`config.mk`:
```
export PLATFORM = sky130hd
export DESIGN_NAME = dmac_write_scheduler
export DESIGN_NICKNAME = d
export VERILOG_FILES = /design/src/rtl/dmac_write_scheduler.sv
export SDC_FILE = /design/constraint.sdc
export NUM_CORES = 2
export LEC_CHECK = 0
export ABC_CLOCK_PERIOD_IN_PS = 16600
export CAP_MARGIN = 20
export CORE_MARGIN = 8
export CORE_UTILIZATION = 27
export DETAILED_ROUTE_END_ITERATION = 10
export GPL_ROUTABILITY_DRIVEN = 0
export PLACE_DENSITY = 0.56
export SLEW_MARGIN = 20
export SYNTH_ARGS = -nofsm -noshare
export SYNTH_HDL_FRONTEND = slang
export SYNTH_SLANG_ARGS = --single-unit
```
`constraint.sdc`:
```
create_clock -name clk -period 16.6 [get_ports clk]
set_input_delay 4.15 -clock clk [delete_from_list [all_inputs] [get_ports clk]]
set_output_delay 4.15 -clock clk [all_outputs]
set_load 0.01 [all_outputs]
```
`src/rtl/dmac_write_scheduler.sv`:
```
// dmac_write_scheduler: per-channel DMA write-side scheduler.
// Each channel holds one descriptor (dst address, beat count). The descriptor is
// cut into AXI4 INCR bursts of at most MAX_BURST_LEN beats that never cross a
// 4KB page. The single write initiator is shared round-robin, one burst per grant.
module dmac_write_scheduler #(
  parameter int ADDR_WD       = 32,
  parameter int DATA_WD       = 32,
  parameter int CHANNEL_COUNT = 8,
  parameter int MAX_BURST_LEN = 16,
  parameter int LEN_WD        = 16,
  localparam int BYTES        = DATA_WD / 8,
  localparam int SZ_WD        = $clog2(BYTES),
  localparam int CH_WD        = $clog2(CHANNEL_COUNT)
) (
  input  logic                             clk,
  input  logic                             rst,
  input  logic [CHANNEL_COUNT-1:0]         ch_req_valid,
  output logic [CHANNEL_COUNT-1:0]         ch_req_ready,
  input  logic [CHANNEL_COUNT*ADDR_WD-1:0] ch_req_addr,
  input  logic [CHANNEL_COUNT*LEN_WD-1:0]  ch_req_beats,
  output logic [CHANNEL_COUNT-1:0]         ch_done,
  output logic                             wr_req_valid,
  input  logic                             wr_req_ready,
  output logic [ADDR_WD-1:0]               wr_req_addr,
  output logic [7:0]                       wr_req_len,
  output logic [2:0]                       wr_req_size,
  output logic [1:0]                       wr_req_burst,
  output logic [SZ_WD-1:0]                 wr_req_data_offset,
  output logic                             wr_req_last,
  output logic [CH_WD-1:0]                 wr_req_chan,
  output logic                             busy
);

  // Burst-size arithmetic must hold both a full beat count (LEN_WD+1) and 4096.
  localparam int CW = (LEN_WD + 1 > 13) ? LEN_WD + 1 : 13;

  localparam logic [0:0] IDLE  = 1'b0;
  localparam logic [0:0] ISSUE = 1'b1;

  logic [0:0]               state;
  logic [CHANNEL_COUNT-1:0] active;
  logic [CHANNEL_COUNT-1:0] done_q;
  logic [ADDR_WD-1:0]       addr_q [CHANNEL_COUNT];
  logic [LEN_WD-1:0]        rem_q  [CHANNEL_COUNT];
  logic [CH_WD-1:0]         rr;
  logic [CW-1:0]            n_q;

  logic                     pick_found;
  logic [CH_WD-1:0]         pick;
  logic [CH_WD-1:0]         cand;
  logic [12:0]              page_bytes;
  logic [CW-1:0]            page_beats;
  logic [CW-1:0]            n_beats;
  logic                     n_last;

  assign ch_req_ready       = ~active;
  assign ch_done            = done_q;
  assign busy               = (|active) | wr_req_valid;
  assign wr_req_size        = 3'(SZ_WD);
  assign wr_req_burst       = 2'b01;
  assign wr_req_data_offset = '0;

  // Round-robin pick: first active channel at or after the RR pointer.
  always_comb begin
    pick_found = 1'b0;
    pick       = '0;
    cand       = '0;
    for (int unsigned k = 0; k < CHANNEL_COUNT; k++) begin
      cand = CH_WD'((32'(rr) + k) % 32'(CHANNEL_COUNT));
      if (!pick_found && active[cand]) begin
        pick_found = 1'b1;
        pick       = cand;
      end
    end
  end

  // Size the next burst of the picked channel: min(remaining, max burst, room to 4KB).
  always_comb begin
    page_bytes = 13'h1000 - {1'b0, addr_q[pick][11:0]};
    page_beats = CW'(page_bytes >> SZ_WD);
    n_beats    = CW'(rem_q[pick]);
    if (n_beats > CW'(MAX_BURST_LEN)) n_beats = CW'(MAX_BURST_LEN);
    if (n_beats > page_beats)         n_beats = page_beats;
    n_last     = (n_beats == CW'(rem_q[pick]));
  end

  // Channel contexts, arbitration FSM and registered burst request.
  always_ff @(posedge clk or posedge rst) begin
    if (rst) begin
      state        <= IDLE;
      active       <= '0;
      done_q       <= '0;
      rr           <= '0;
      n_q          <= '0;
      wr_req_valid <= 1'b0;
      wr_req_addr  <= '0;
      wr_req_len   <= '0;
      wr_req_last  <= 1'b0;
      wr_req_chan  <= '0;
      for (int unsigned i = 0; i < CHANNEL_COUNT; i++) begin
        addr_q[i] <= '0;
        rem_q[i]  <= '0;
      end
    end else begin
      done_q <= '0;
      for (int unsigned i = 0; i < CHANNEL_COUNT; i++) begin
        if (ch_req_valid[i] && !active[i]) begin
          if (ch_req_beats[i*LEN_WD +: LEN_WD] == '0) begin
            done_q[i] <= 1'b1;
          end else begin
            active[i] <= 1'b1;
            addr_q[i] <= ch_req_addr[i*ADDR_WD +: ADDR_WD];
            rem_q[i]  <= ch_req_beats[i*LEN_WD +: LEN_WD];
          end
        end
      end
      case (state)
        IDLE: begin
          if (pick_found) begin
            state        <= ISSUE;
            wr_req_valid <= 1'b1;
            wr_req_addr  <= addr_q[pick];
            wr_req_len   <= 8'(n_beats - CW'(1));
            wr_req_last  <= n_last;
            wr_req_chan  <= pick;
            n_q          <= n_beats;
          end
        end
        default: begin
          if (wr_req_ready) begin
            state                <= IDLE;
            wr_req_valid         <= 1'b0;
            wr_req_last          <= 1'b0;
            addr_q[wr_req_chan]  <= addr_q[wr_req_chan] + (ADDR_WD'(n_q) << SZ_WD);
            rem_q[wr_req_chan]   <= rem_q[wr_req_chan] - LEN_WD'(n_q);
            rr <= (wr_req_chan == CH_WD'(CHANNEL_COUNT - 1)) ? '0 : wr_req_chan + CH_WD'(1);
            if (wr_req_last) begin
              active[wr_req_chan] <= 1'b0;
              done_q[wr_req_chan] <= 1'b1;
            end
          end
        end
      endcase
    end
  end

endmodule

```
==> flow_metrics.tcl <==
set metrics [dict create \
    pin_count 464 \
    grt_pass1_wl_mm 213.9 \
    finalWirelength_mm 148.8 \
    holdCritPathClass "reg -> reg" \
    grt.total_usage_pct 22.67 \
    crit_start "rr[0]" \
    whs_ns 0.4785 \
    routedWlPerCell_um 27.67 \
    drt_pre_antenna_iters 6 \
    path_max_fanout 56 \
    drv_slew 0 \
    clockBufferDepth 3 \
    crit_type "reg -> reg" \
    port_buffers 456 \
    antenna_found_initial 11 \
    synthFlopType "dfrtp_1" \
    drt_iter0_markers 3347 \
    drive_gt1_share_pct 7.466 \
    synth-seq-cells 465 \
    clk_latency_ns 0.67 \
    cts_buffers 57 \
    synth_area_mm2 0.03068 \
    cap_violations 0 \
    die_h_um 353.1 \
    setup_violations 0 \
    place_inst 5269 \
    grt_max_degree 136 \
    async_reset_ff_share_pct 100.0 \
    synth_edf_count 0 \
    r2r_start "rr[0]" \
    cts_tree "done" \
    route.detailed.drc 0 \
    fin_cells 5377 \
    clock_skew_ns 0.03518 \
    worst_slack_ns 7.071 \
    clock_tree.root_cell "clkbuf_16" \
    synth_cell_types 101 \
    rows 123 \
    grt_pass1_vias 29250 \
    htreeDepth 2 \
    fin_crit_ns 9.529 \
    cts_setup_buffers 0 \
    powerDensity_mw_per_mm2 237.2 \
    critical_path_buf_inv_count 3 \
    cp-end-kind "flop" \
    total_power_mw 9.143 \
    via_count 30590 \
    place_ws_ns 7.163 \
    clk_pin_slew_ns 0.06 \
    arrival_ns 10.09 \
    die_area_mm2 0.1247 \
    vdd_drop_max_uv 129.3 \
    setup_tns_ns 0 \
    p_leak_nw 14.67 \
    cp_common_cell "o21a_1" \
    clock-sinks 465 \
    drtAntennaViolNets 0 \
    yosysSeqAreaShare_pct 37.93 \
    slowest_delay_ns 1.03 \
    critPathRequiredTime_ns 17.16 \
    worst_path_max_delay_cell "dfrtp_1" \
    initial_core_util_pct 27.23 \
    hpwl_mm 108.8 \
    fp.dieW_um 353.1 \
    ctsResizeCount 0 \
    status "complete, no violations" \
    hold_start "wr_req_addr[30]" \
    max-slew-margin-rel_pct 24.28 \
    hold_buffers 0 \
    crit_path_start_kind "flop" \
    hold_violations 0 \
    syn_inst 3560 \
    path_delay_family "compound AO/OA/AOI/OAI gates" \
    yosys_warnings 0 \
    fmax_ghz 0.1049 \
    rsz0062_at_grt "false" \
    nets 4273 \
    post-route-period-util_pct 57.40 \
    core_area_mm2 0.1127 \
    overflow 0 \
    syn_to_final_growth_pct 25.62 \
    worst_slew_pin_slew_ns 1.122 \
    viasPerCell 5.688 \
    syn_avg_cell_area_um2 8.617 \
]
-- cell families (layout without fill, tap and decap cells) --
family,Yosys count,in the layout,share of synthesized area (%)
and+or+nand+nor,1211,1211,19.75
AOI/OAI and AO/OA,1170,1170,25.18
DFF,465,465,37.93
buffers and inverters,388,688,5.286
muxes,231,231,8.431
adders and majority gates,49,49,2.048
xor gates and xnor gates,44,44,1.350
other,2,19,0.02448
-- worst min-delay path, cell delays in order (launching register included) --
cell and delay [ns]:
dfrtp_1 0.33, nand2_1 0.05, o21ai_0 0.06
-- layout make-up --
| cell class | instances | area (um^2) |
|---|---|---|
| diodes | 6 | 15.01 |
| multi-input cells | 2718 | 17710 |
| repair buffers | 522 | 5097 |
| fillers | 11710 | 74120 |
| well taps | 1500 | 1877 |
| flip-flops and latches | 465 | 11640 |
| clock inverters | 26 | 326.6 |
| inverters | 65 | 247.7 |
| clock buffers | 75 | 1627 |
-- where the power goes --
group / switching (mW) / total (mW) / internal (mW)
logic: 3.45 / 5.48 / 2.03
clock network: 0.549 / 1.34 / 0.794
registers: 0.645 / 2.32 / 1.67
-- synth_stat cells (all sizes together) (10+ instances only) --
master,count,area [um^2]
a211oi,272,2042
a21boi,13,97.60
a21oi,282,1415
a221oi,43,419.2
a22o,14,122.6
a22oi,131,983.4
a311oi,16,152.7
a31oi,53,337.8
and2,32,200.2
and3,35,219.0
buf,106,561.8
clkbuf,217,815.8
dfrtp,465,11640
ha,47,588.1
inv,64,240.2
mux2,31,360.3
mux2i,186,1907
mux4,14,319.1
nand2,500,1877
nand2b,17,106.4
nand3,103,515.5
nand3b,10,75.07
nand4,40,250.2
nor2,69,259.0
nor2b,268,1677
nor3,39,216.5
nor4,48,300.3
o211ai,23,182.7
o21a,16,121.4
o21ai,231,1167
or2,11,68.82
or3,14,87.58
or4,15,116.4
xnor2,33,296.5
xor2,10,95.10
-- final timing paths --
| path | slack, ns | cells after the start | endpoint |
|---|---|---|---|
| worst max-delay path | 7.07 | 26 | wr_req_len[7] |
| worst min-delay path | 0.48 | 2 | wr_req_addr[30] |
| worst min register to register | 0.48 | 2 | wr_req_addr[30] |
| worst max register to register | 7.07 | 26 | wr_req_len[7] |
| max in group asynchronous | 10.13 | 5 | wr_req_chan[0] |
| min in group asynchronous | 4.13 | 3 | rem_q[7] |
-- sequential cells by signal, summed over array words and instances (netlist names), 3 cells and up --
name / flops
wr_req_chan: 3
n_q: 16
active: 8
wr_req_len: 8
wr_req_addr: 32
rr: 3
addr_q: 256
ch_done: 8
rem_q: 128
-- metrics by stage --
| stage | util, % | cell area, um^2 |
|---|---|---|
| global placement | 32.41 | 36510 |
| floorplan | - | 30720 |
| CTS | 34.16 | 38490 |
| finish | 34.21 | 38540 |
| detailed placement | 32.43 | 36530 |
| global route | 34.20 | 38530 |
-- layout by cell type, fill, tap and decap left out, drive strengths merged, types with 11 or more instances in the layout --
cell,count
or2,11
mux4,14
or3,14
or4,15
nand2,500
buf,66
clkinv,16
a311oi,16
a22o,14
nor4,48
ha,47
o211ai,23
nor3,39
mux2i,186
conb,13
and3,35
o21a,16
nand3,103
o21ai,231
a31oi,53
dfrtp,465
nor2,69
nor2b,268
and2,32
clkdlybuf4s50,456
a221oi,43
nand2b,17
nand4,40
a22oi,131
clkbuf,75
xnor2,33
a211oi,272
inv,66
mux2,31
a21oi,282
a21boi,13
-- per-layer routing --
layer | GRT usage [%] | vias to the layer above | routed length [um]
met1 | 29.69 | 15160 | 62350
met2 | 37.50 | 1529 | 69810
met4 | 7.150 | 4 | 5293
met3 | 4.552 | 283 | 11320
met5 | 0 | - | 26
li1 | - | 13620 | -
(Power assumes the default switching activity.)
